File: config.mk
export PLATFORM = sky130hd
export DESIGN_NAME = load_arbiter
export DESIGN_NICKNAME = d
export VERILOG_FILES = /design/src/rtl/fg_pkg.sv /design/src/rtl/param_check.sv /design/src/rtl/load_arbiter.sv
export SDC_FILE = /design/constraint.sdc
export NUM_CORES = 1
export LEC_CHECK = 0
export ABC_AREA = 1
export BUFFER_PORTS_ARGS = -buffer_cell sky130_fd_sc_hd__clkbuf_2
export CAP_MARGIN = 20
export CORE_MARGIN = 2
export CORE_UTILIZATION = 30
export DETAILED_ROUTE_END_ITERATION = 10
export PLACE_DENSITY = 0.6
export SLEW_MARGIN = 15
export SYNTH_ARGS = -nofsm -noshare
export SYNTH_HDL_FRONTEND = slang
export SYNTH_SLANG_ARGS = --single-unit
File: constraint.sdc
create_clock -name clk_4hz -period 1.4 [get_ports clk_4hz]
set_clock_uncertainty 0.1 [all_clocks]
set_input_delay 0.28 -clock clk_4hz [delete_from_list [all_inputs] [get_ports clk_4hz]]
set_output_delay 0.28 -clock clk_4hz [all_outputs]
set_load 0.05 [all_outputs]
File: src/rtl/fg_pkg.sv
// Shared definitions for the function generator parameter path.
// Contents:
//   PARAM_W        - width of the 78-bit parameter bundle
//   *_LSB / *_W    - field offsets and widths inside the bundle
//                    {wave, freqSet, freqDesired, duty, min, max}
//   DUTY_MAX       - largest legal duty value (percent)
//   CH_A / CH_B    - channel select encodings
//   arb_state_e    - load_arbiter FSM states
//   field_*()      - bundle field extractors
package fg_pkg;

  localparam int PARAM_W  = 78;

  localparam int MAX_LSB  = 0;
  localparam int MAX_W    = 12;
  localparam int MIN_LSB  = 12;
  localparam int MIN_W    = 12;
  localparam int DUTY_LSB = 24;
  localparam int DUTY_W   = 7;
  localparam int FDES_LSB = 31;
  localparam int FDES_W   = 17;
  localparam int FSET_LSB = 48;
  localparam int FSET_W   = 28;
  localparam int WAVE_LSB = 76;
  localparam int WAVE_W   = 2;

  localparam logic [DUTY_W-1:0] DUTY_MAX = 7'd100;

  localparam logic CH_A = 1'b0;
  localparam logic CH_B = 1'b1;

  typedef enum logic [1:0] {
    IDLE   = 2'd0,
    COMMIT = 2'd1,
    HOLD   = 2'd2
  } arb_state_e;

  function automatic logic [MAX_W-1:0] field_max(input logic [PARAM_W-1:0] p);
    return p[MAX_LSB +: MAX_W];
  endfunction

  function automatic logic [MIN_W-1:0] field_min(input logic [PARAM_W-1:0] p);
    return p[MIN_LSB +: MIN_W];
  endfunction

  function automatic logic [DUTY_W-1:0] field_duty(input logic [PARAM_W-1:0] p);
    return p[DUTY_LSB +: DUTY_W];
  endfunction

endpackage

File: src/rtl/param_check.sv
// Combinational sanity check of a parameter bundle before it may reach the
// channel latches. Only instantiated when PARAM_CHECK_EN is defined.
// Ports:
//   par_i  in  PARAM_W  candidate bundle
//   valid  out 1        high when min <= max (unsigned) and duty <= DUTY_MAX
module param_check
  import fg_pkg::*;
(
  input  logic [PARAM_W-1:0] par_i,
  output logic               valid
);

  // Frequency and waveform fields have no legality constraint here.
  logic unused_fields;
  assign unused_fields = ^par_i[PARAM_W-1:DUTY_LSB+DUTY_W];

  assign valid = (field_min(par_i) <= field_max(par_i)) &&
                 (field_duty(par_i) <= DUTY_MAX);

endmodule

File: src/rtl/load_arbiter.sv
// Arbitrates parameter writes from the front-panel UI and the sweep engine
// onto the shared channel parameter bus. A grant produces a one-cycle load
// strobe for channel A or B with the chosen bundle held on par_out.
// Optional feature macro: PARAM_CHECK_EN (bundle legality check; illegal
// bundles are answered with nak and never loaded). Without it every bundle
// is accepted and nak outputs stay 0.
// Parameters:
//   HOLDOFF  idle cycles after each grant before re-arbitration (>= 0)
// Ports:
//   clk_4hz, reset            parameter clock, synchronous active-high reset
//   req_ui/ch_ui/par_ui       UI request level, target channel, bundle
//   ack_ui/nak_ui             one-cycle accept / reject pulses to the UI
//   req_swp/ch_swp/par_swp    sweep engine request set
//   ack_swp/nak_swp           one-cycle accept / reject pulses to the sweep
//   par_out                   registered bundle to the channel latches
//   load_A/load_B             one-cycle load strobes
//   busy                      high whenever the FSM is not IDLE
//   grant_id                  requester of the last grant (0 UI, 1 sweep)
module load_arbiter
  import fg_pkg::*;
#(
  parameter int HOLDOFF = 2
) (
  input  logic               clk_4hz,
  input  logic               reset,
  input  logic               req_ui,
  input  logic               ch_ui,
  input  logic [PARAM_W-1:0] par_ui,
  output logic               ack_ui,
  output logic               nak_ui,
  input  logic               req_swp,
  input  logic               ch_swp,
  input  logic [PARAM_W-1:0] par_swp,
  output logic               ack_swp,
  output logic               nak_swp,
  output logic [PARAM_W-1:0] par_out,
  output logic               load_A,
  output logic               load_B,
  output logic               busy,
  output logic               grant_id
);

  localparam int CNT_W = (HOLDOFF > 1) ? $clog2(HOLDOFF) : 1;
  localparam logic [CNT_W-1:0] CNT_LAST = CNT_W'((HOLDOFF > 0) ? (HOLDOFF - 1) : 0);

  arb_state_e         state_q, state_d;
  logic [CNT_W-1:0]   cnt_q, cnt_d;
  logic [PARAM_W-1:0] par_q, par_d;
  logic               gid_q, gid_d;
  logic               load_a_q, load_a_d;
  logic               load_b_q, load_b_d;
  logic               ack_ui_q, ack_ui_d;
  logic               ack_swp_q, ack_swp_d;
  logic               nak_ui_q, nak_ui_d;
  logic               nak_swp_q, nak_swp_d;
  logic               busy_q, busy_d;

  logic               win_swp_s;
  logic               sel_ch_s;
  logic [PARAM_W-1:0] sel_par_s;
  logic               valid_s;

  // On a tie the winner is the requester that did not get the last grant.
  assign win_swp_s = req_swp && (!req_ui || !gid_q);
  assign sel_ch_s  = win_swp_s ? ch_swp  : ch_ui;
  assign sel_par_s = win_swp_s ? par_swp : par_ui;

`ifdef PARAM_CHECK_EN
  param_check u_param_check (
    .par_i (sel_par_s),
    .valid (valid_s)
  );
`else
  assign valid_s = 1'b1;
`endif

  // Next-state and registered-output computation.
  always_comb begin
    state_d   = state_q;
    cnt_d     = cnt_q;
    par_d     = par_q;
    gid_d     = gid_q;
    load_a_d  = 1'b0;
    load_b_d  = 1'b0;
    ack_ui_d  = 1'b0;
    ack_swp_d = 1'b0;
    nak_ui_d  = 1'b0;
    nak_swp_d = 1'b0;

    case (state_q)
      IDLE: begin
        if (req_ui || req_swp) begin
          gid_d = win_swp_s;
          cnt_d = '0;
          if (valid_s) begin
            par_d     = sel_par_s;
            ack_ui_d  = !win_swp_s;
            ack_swp_d = win_swp_s;
            load_a_d  = (sel_ch_s == CH_A);
            load_b_d  = (sel_ch_s == CH_B);
            state_d   = COMMIT;
          end else begin
            nak_ui_d  = !win_swp_s;
            nak_swp_d = win_swp_s;
            if (HOLDOFF == 0) begin
              state_d = IDLE;
            end else begin
              state_d = HOLD;
            end
          end
        end else begin
          state_d = IDLE;
        end
      end
      COMMIT: begin
        cnt_d = '0;
        if (HOLDOFF == 0) begin
          state_d = IDLE;
        end else begin
          state_d = HOLD;
        end
      end
      HOLD: begin
        // Requests are ignored here; they are not queued.
        if (cnt_q == CNT_LAST) begin
          cnt_d   = '0;
          state_d = IDLE;
        end else begin
          cnt_d   = cnt_q + 1'b1;
          state_d = HOLD;
        end
      end
      default: begin
        cnt_d   = '0;
        state_d = IDLE;
      end
    endcase

    busy_d = (state_d != IDLE);
  end

  // State and output registers with synchronous reset.
  always_ff @(posedge clk_4hz) begin
    if (reset) begin
      state_q   <= IDLE;
      cnt_q     <= '0;
      par_q     <= '0;
      gid_q     <= 1'b1;
      load_a_q  <= 1'b0;
      load_b_q  <= 1'b0;
      ack_ui_q  <= 1'b0;
      ack_swp_q <= 1'b0;
      nak_ui_q  <= 1'b0;
      nak_swp_q <= 1'b0;
      busy_q    <= 1'b0;
    end else begin
      state_q   <= state_d;
      cnt_q     <= cnt_d;
      par_q     <= par_d;
      gid_q     <= gid_d;
      load_a_q  <= load_a_d;
      load_b_q  <= load_b_d;
      ack_ui_q  <= ack_ui_d;
      ack_swp_q <= ack_swp_d;
      nak_ui_q  <= nak_ui_d;
      nak_swp_q <= nak_swp_d;
      busy_q    <= busy_d;
    end
  end

  assign par_out  = par_q;
  assign load_A   = load_a_q;
  assign load_B   = load_b_q;
  assign ack_ui   = ack_ui_q;
  assign ack_swp  = ack_swp_q;
  assign nak_ui   = nak_ui_q;
  assign nak_swp  = nak_swp_q;
  assign busy     = busy_q;
  assign grant_id = gid_q;

endmodule

After elaboration in Yosys (flattened, before gate mapping)
Index checks and enable logic that the tools add are counted.
- flip-flop bits (word level): 87
- bits of input ports: 162
- memories: 0
- bits in latches: 0
- RAM bits: 0
- word-level logic and storage cells: 34
- output and inout bits: 86
- memory bits (read-only): 0
- reduce and logical (&&, ||, !) cells: 10
- $add $sub $neg: 1
- eq/ne operators: 3
- muxes and demuxes: 8
- divide/modulo/power cells: 0
- magnitude comparators: 0
- multiply operators: 0
- bitwise gates (word level): 3
- shift operators: 0
- operator list (operator ; count):
    78-bit 2-to-1 mux ; 1
    2-bit case mux with 3 select lines ; 1
    1-bit 2-to-1 mux ; 4
    1-bit logical NOT ; 3
    1-bit NOT ; 3
    3-bit OR reduction ; 1
    2-bit by 1-bit == test with 1-bit output, second input constant ; 1
    2-bit == test, second input constant ; 1
    2-bit logical NOT ; 1
    1-bit logical OR ; 2
    2-bit 2-to-1 mux ; 1
    2-bit inequality test, second input constant ; 1
    1-bit case mux with 2 select lines ; 1
    2-bit AND reduction ; 1
    2-bit nonzero test ; 1
    1-bit adder, second input constant ; 1
    1-bit logical AND ; 1

Longest topological paths before layout
Gate-level depths: netlist (run 1).
- word-level depth: 5
- mapped depth: 8
- gate-level depth less buffers: 6

Least setup slack after synthesis (run 1)
No wires, ideal clock.
- path type: register to register
- start point: register gid_q, in the netlist grant_id
- end point: register par_q[56], in the netlist par_out[56]
- setup slack: -0.164 ns
- arrival: 1.402 ns
- cell stages (with the launch flop): 6
- path buffers: 1
- period minus slack after synthesis: 1.564 ns
- library setup time: 0.062 ns
- cell sequence: dfxtp_1 nand2_1 nand2_1 clkbuf_1 nand4_1 nand3_1
- word-level cells in the longest chain between the ends: 4
- ends and longest elaborated chain (element ; line ; source):
    start: declaration ; load_arbiter.sv:49 ; logic gid_q, gid_d;
    start signal: assignment ; load_arbiter.sv:160 ; gid_q <= gid_d;
    1-bit logical NOT ; load_arbiter.sv:64 ; assign win_swp_s = req_swp && (!req_ui || !gid_q);
    1-bit logical OR ; load_arbiter.sv:64 ;
    1-bit logical AND ; load_arbiter.sv:64 ;
    78-bit 2-to-1 mux ; load_arbiter.sv:66 ; assign sel_par_s = win_swp_s ? par_swp : par_ui;
    end signal: assignment ; load_arbiter.sv:159 ; par_q <= par_d;
    end: declaration ; load_arbiter.sv:48 ; logic [PARAM_W-1:0] par_q, par_d;
No other way between the ends.
A chain may end at the register's enable or synchronous reset.

Worst setup path after layout (run 1)
- start point: register par_q[42], in the netlist par_out[42]
- end point: output port par_out[42]
- RTL lines (element ; line ; source):
    end: declaration ; load_arbiter.sv:36 ; output logic [PARAM_W-1:0] par_out,
No word-level cell between the ends.

==> results of run 1 <==
==> what timing repair did <==
action | 4_1_cts | 5_1_grt
gates cloned | 0 | 9
gates resized for setup | 2 | 15
pin swaps | 0 | 2
buffers inserted | 0 | 6
setup endpoints to repair | 1 | 73
==> worst paths after layout <==
| path | endpoint | depth (start not counted) | start |
|---|---|---|---|
| hold / removal | par_out[53] | 3 | par_swp[53] |
| setup reg to reg | par_out[4] | 9 | state_q[1] |
| setup / recovery | par_out[42] | 1 | par_out[42] |
| hold reg to reg | par_out[74] | 2 | par_out[74] |
==> cells in the final DEF (no fill, tap or decap) <==
master	n
nand2_1	337
clkbuf_2	240
nand3_1	93
dfxtp_1	84
clkbuf_16	15
nand4_1	14
buf_12	11
nor2_1	7
buf_6	6
buf_4	6
inv_1	4
buf_2	4
inv_2	3
nand2_2	3
o21ai_0	3
clkinv_2	3
dfxtp_2	3
nor2_4	2
conb_1	2
clkbuf_8	2
a21oi_4	1
nand2_4	1
nor2_2	1
nand3b_1	1
a21oi_1	1
nor3_1	1
and2_1	1
clkbuf_1	1
clkinvlp_4	1
==> power by group <==
part	leakage, nW	switching [mW]	internal [mW]
sequential	0.717	0.146	2.75
clock	0.131	0.979	1.23
combinational	2.57	1.82	0.814
==> layer usage <==
metal	GRT usage, %	part of all wire, %
met2	30.7	47
met3	5.12	8.1
met5	0	0
met4	8.43	2.1
met1	22.0	43
==> registers in the layout, summed over array words and instances, names as in the netlist <==
signal / flops
grant_id: 1
state_q: 2
load_B: 1
cnt_q: 1
ack_ui: 1
ack_swp: 1
load_A: 1
busy: 1
par_out: 78
==> cell families (layout without fill, tap and decap cells) <==
family,Yosys count,count (layout)
simple gates,461,461
flops,87,87
buf+inv,51,296
compound gates,5,5
other cells,1,2
==> tightest hold or removal path: cells and delay by family <==
family	cells	cell delay (ps)
buf+inv	1	70
simple gates	2	120
==> area by class of cell <==
| type | instances | area share, % |
|---|---|---|
| Clock buffer | 11 | 4.09 |
| Clock inverter | 4 | 0.379 |
| Inverter | 7 | 0.443 |
| Multi-Input combinational cell | 468 | 33.1 |
| Sequential cell | 87 | 29.4 |
| Tap cell | 172 | 3.63 |
| Timing Repair Buffer | 274 | 28.9 |
==> synthesized netlist by cell type <==
master | instances | area (sq um)
nand2_1 | 341 | 1280
nand3_1 | 93 | 465
dfxtp_1 | 87 | 1740
buf_2 | 17 | 85.1
clkbuf_1 | 14 | 52.6
nand4_1 | 14 | 87.6
buf_4 | 8 | 60.1
nor2_1 | 7 | 26.3
inv_1 | 6 | 22.5
buf_1 | 5 | 18.8
o21ai_0 | 3 | 15.0
nor2_2 | 2 | 12.5
a21oi_1 | 1 | 5.00
a21oi_2 | 1 | 8.76
and2_1 | 1 | 6.26
conb_1 | 1 | 3.75
inv_2 | 1 | 3.75
nand3b_1 | 1 | 7.51
nor2_4 | 1 | 11.3
nor3_1 | 1 | 5.00
==> per-stage QoR <==
stage	hold WS (ps)	util, %	setup WS (ps)
global route	68.9	46.8	-39.0
floorplan	321	-	21.5
finish	64.9	46.8	23.8
detailed placement	339	42.5	-23.2
global placement	336	42.5	10.4
CTS	47.1	44.6	10.2
==> run_results.csv, run 1 <==
group,metric,value,unit
status,status,"finished clean",
drt,post-route-drc-count,0,
die,num_io_pins,248,
yosys,synthMuxAreaShare,0,%
sta,drv_slew,0,
worst_setup_path,crit_chain,"clkbuf_2",
drt,ant_nets,0,
layout,finalInstanceArea,5940,sq um
yosys,synthSimpleGateAreaFrac,48.5,%
global_routing,grt_pass1_vias,4352,
worst_setup_path,crit_buf_inv,1,
global_routing,grt.total_usage,18.5,%
placed_design,port_buffers,245,
sta,hold_violations,0,
worst_setup_path,path_max_fanout,2,
layout,multiInputGateArea,1970,sq um
worst_setup_path,reg2reg_slack,40,ps
die,die_x,118,um
worst_setup_path,end_kind,"output pin",
cts,ctsRootBufferMaster,"clkbuf_16",
die,core-area,12700,sq um
yosys,yosysSeqAreaShare,44.4,%
yosys,synth_cell_types,20,
layout,fin_nets,1009,
worst_setup_path,critical_path.startpoint_type,"register",
sta,rsz0062_at_grt,"yes",
sta,max_freq,727,MHz
yosys,syn_area,3920,sq um
global_routing,grt_pass1_wl,20.9,mm
global_routing,grt_max_degree,60,
drt,wl,14.0,mm
drt,firstDrtPassIters,5,
sta,setup_tns,0,ps
die,rows,41,
global_routing,grt-ovfl-total,0,
yosys,postSynthAreaPerCell,6.48,sq um
cts,cts_max_level,3,
yosys,synth-xor-area-share,0,%
pwr,peakVddDrop,575,uV
drt,num_vias,4597,
cts,cts_made_buffers,9,
drt,wl_per_cell,13.7,um
worst_setup_path,crit_family,"flip-flops",
yosys,synth_top_family_by_area,"simple AND/OR/NAND/NOR gates",
yosys,ys_ff_latch,87,
hold_path,hold_path_class,"in2reg",
run,cap_viol_max_count,0,
drt,first_iter_violations,210,
placed_design,dp_hpwl,9.04,mm
worst_setup_path,worstSetupPathType,"reg2out",
cts,clk_pin_slew,60,ps
cts,hold_buffers,0,
placed_design,dpl_cell_area,5380,sq um
pwr,power.total,7.74,mW
pwr,power_density,1300,nW/um^2
placed_design,dp_cells,993,
die,die_area,14000,sq um
layout,stdcell_count,1023,
sta,finalSetupViolations,0,
cts,cts_buffer_depth,2,
worst_setup_path,slowest_stage,"dfxtp_1",
layout,syn_to_final_growth,51.5,%
layout,nFillCells,1347,
worst_setup_path,worstPathRequired,1020,ps
yosys,ys_warn_count,0,
cts,cts_tree,"done",
drt,vias_per_cell,4.49,
sta,post-route-min-period,1380,ps
yosys,synth_fa_ha_area_share,0,%
cts,clk_latency,340,ps
layout,drive_gt1_share,35.5,%
die,die_h,118,um
worst_setup_path,slowest_delay,350,ps
die,initial_utilization,30.9,%
worst_setup_path,critical_path_arrival,1000,ps
yosys,synth_compound_area_share,0.734,%
layout,n_antenna_cell,0,
global_routing,antenna_found_initial,0,
pwr,power.leakage,3.42,nW
cts,clkSinkCount,87,
placed_design,gp_routability_congestion,0.783,
layout,final-seq-area,1750,sq um
sta,layout_worst_path_cycle_share,98.3,%
yosys,synthCells,605,
Note: power is estimated with default switching activity, not from simulation.
==> inputs of run 2 (changes only) <==
--- a/config.mk
+++ b/config.mk
@@ -9,9 +9,10 @@
 export BUFFER_PORTS_ARGS = -buffer_cell sky130_fd_sc_hd__clkbuf_2
 export CAP_MARGIN = 20
 export CORE_MARGIN = 2
-export CORE_UTILIZATION = 30
+export CORE_UTILIZATION = 43
 export DETAILED_ROUTE_END_ITERATION = 10
-export PLACE_DENSITY = 0.6
+export GPL_ROUTABILITY_DRIVEN = 0
+export PLACE_DENSITY = 0.79
 export SLEW_MARGIN = 15
 export SYNTH_ARGS = -nofsm -noshare
 export SYNTH_HDL_FRONTEND = slang
==> constraint.sdc (replaced) <==
create_clock -name clk_4hz -period 1.5 [get_ports clk_4hz]
set_clock_uncertainty 0.1 [all_clocks]
set_input_delay 0.3 -clock clk_4hz [delete_from_list [all_inputs] [get_ports clk_4hz]]
set_output_delay 0.3 -clock clk_4hz [all_outputs]
set_load 0.05 [all_outputs]
==> run 2 against run 1 <==
Compared with the run above:
- clock power down 30%
- critical path depth unchanged
- cell count down 7.2%
- cell area down 7.4%
- count of clock-buffer cells in the layout unchanged
- critical endpoint is now grant_id
- combinational power down 16%
- sequential share of layout area up 2.3 points
==> run_results.csv, run 2 (synthesis gave the netlist of run 1 again) <==
group,metric,value,unit
drt,wl,11.8,mm
layout,syn_to_final_growth,40.3,%
worst_setup_path,path_max_fanout,4,
worst_setup_path,timing.rr.end,"par_out[47]",
hold_path,hold_path_class,"in2reg",
drt,vias_per_cell,4.90,
worst_setup_path,crit_buf_inv,1,
die,rows,34,
cts,clk_pin_slew,90,ps
worst_setup_path,ff2ff_path_depth,7,
cts,cts_buffer_depth,2,
worst_setup_path,end_kind,"output pin",
global_routing,grt_pass1_wl,18.5,mm
die,die_area,9890,sq um
sta,post-route-min-period,1430,ps
global_routing,grt_max_degree,43,
cts,cts_max_level,3,
cts,clkSinkCount,87,
cts,ctsRootBufferMaster,"clkbuf_8",
worst_setup_path,critical_path.startpoint_type,"register",
die,core-area,8760,sq um
worst_setup_path,slowest_stage,"dfxtp_2",
global_routing,grt-ovfl-total,0,
cts,clk_latency,350,ps
pwr,p_seq_share,41.7,%
sta,max_freq,699,MHz
worst_setup_path,slowest_delay,390,ps
global_routing,grt.total_usage,23.0,%
die,die_x,99.5,um
worst_setup_path,crit_path_start,"grant_id",
drt,num_vias,4647,
die,initial_utilization,44.7,%
worst_setup_path,crit_family,"flip-flops",
layout,fin_nets,999,
pwr,power_density,1180,nW/um^2
worst_setup_path,worstReg2RegStart,"grant_id",
sta,rsz0062_at_grt,"no",
worst_setup_path,worstSetupPathType,"reg2out",
drt,first_iter_violations,152,
drt,post-route-drc-count,0,
global_routing,grt_pass1_vias,4140,
drt,wl_per_cell,12.4,um
die,die_h,99.5,um
pwr,power.switching,2.53,mW
sta,setup_tns,0,ps
sta,finalSetupViolations,0,
worst_setup_path,worstPathRequired,1100,ps
pwr,peakVddDrop,643,uV
worst_setup_path,critical_path_arrival,1030,ps
die,num_io_pins,248,
pwr,p_comb_share,34.3,%
run,cap_viol_max_count,0,
layout,drive_gt1_share,33.9,%
hold_path,min_path_cells,3,
cts,cts_made_buffers,9,
cts,cts_tree,"done",
layout,fin_util,62.7,%
worst_setup_path,reg2reg_slack,160,ps
status,status,"finished clean",
layout,final_cell_mix,"340 x nand2_1, 245 x clkbuf_2, 93 x nand3_1, 86 x dfxtp_1, 14 x nand4_1",
layout,final_common_cell,"nand2_1",
pwr,power.leakage,3.25,nW
worst_setup_path,crit_path_end,"grant_id",
sta,drv_slew,0,
placed_design,port_buffers,245,
layout,n_antenna_cell,0,
sta,hold_violations,0,
layout,largest_register_ffs,78,
global_routing,antenna_found_initial,0,
worst_setup_path,cp_num_cells,1,
sta,layout_worst_path_cycle_share,95.4,%
pwr,power_frac_clock,24.0,%
drt,firstDrtPassIters,4,
layout,nFillCells,796,
pwr,swShare,39.1,%
placed_design,dp_hpwl,9.20,mm
pwr,intPower,3.94,mW
drt,ant_nets,0,
worst_setup_path,crit_chain,"clkbuf_2",
-- run 2: changes by cell type in the layout (fill, tap and decap cells not counted), moves of 5 or more --
cell,before,now
buf_4,6,11
buf_6,6,1
clkbuf_16,15,0
clkbuf_2,240,245
clkbuf_8,2,9
-- run 2: worst min-delay path by stage --
stage	startpoint	end	slack [ps]
6_report	par_swp[55]	par_out[55]	70
2_1_floorplan	par_swp[48]	par_out[48]	340
3_5_place_dp	par_out[18]	par_out[18]	340
3_3_place_gp	par_out[7]	par_out[7]	340
4_1_cts	par_swp[55]	par_out[55]	60
5_1_grt	par_swp[61]	par_out[61]	60
-- run 2: metrics by stage --
step                      power (mW)  hold WS [ps]  setup slack, ps  cell area (sq um)  instances
after floorplan                 4.28           341              122               3920        606
after global placement          4.95           337             51.3               5310        934
after detailed placement        4.98           339             20.4               5310        934
after CTS                       6.52          58.8             46.8               5490        949
after global routing            6.82          59.8             17.8               5500        949
final                           6.48          73.4             68.5               5500        949
-- run 2: cell type report --
type | instances | area, sq um | share of cell area, %
multi-input cells | 468 | 1960 | 35.6
flip-flops and latches | 87 | 1740 | 31.7
repair buffers | 264 | 1460 | 26.6
well taps | 108 | 135 | 2.46
clock buffers | 11 | 131 | 2.39
clock inverters | 4 | 47.5 | 0.865
inverters | 7 | 26.3 | 0.478
-- run 2: per-layer routing --
layer,vias up,GRT usage [%],wire length [um]
li1,2370,-,-
met1,2047,25.8,4680
met2,212,41.3,5860
met3,18,7.03,1060
met4,0,7.69,204
met5,-,0,0
-- run 2: power by group through the flow --
| stage | Clock [mW] | Combinational [mW] | Sequential (mW) |
|---|---|---|---|
| global route | 1.70 | 2.39 | 2.73 |
| finish | 1.55 | 2.22 | 2.70 |
| floorplan | 0 | 0.687 | 3.59 |
| global placement | 0 | 2.20 | 2.74 |
| CTS | 1.59 | 2.23 | 2.70 |
| detailed placement | 0 | 2.23 | 2.75 |
-- run 2: worst register-to-register path, stage by stage (launching register included) --
cell and delay [ps]:
dfxtp_2 390, nand2_1 80, nand2_2 190, buf_4 250, nand2_1 80, nand2_1 80, nand3_1 70, nand2_1 60
-- run 2: repair_timing --
item | in CTS | in global routing
resized for setup | 0 | 2
endpoints found under the setup margin | 0 | 2
setup buffers | 0 | 0
hold buffers | 0 | 0
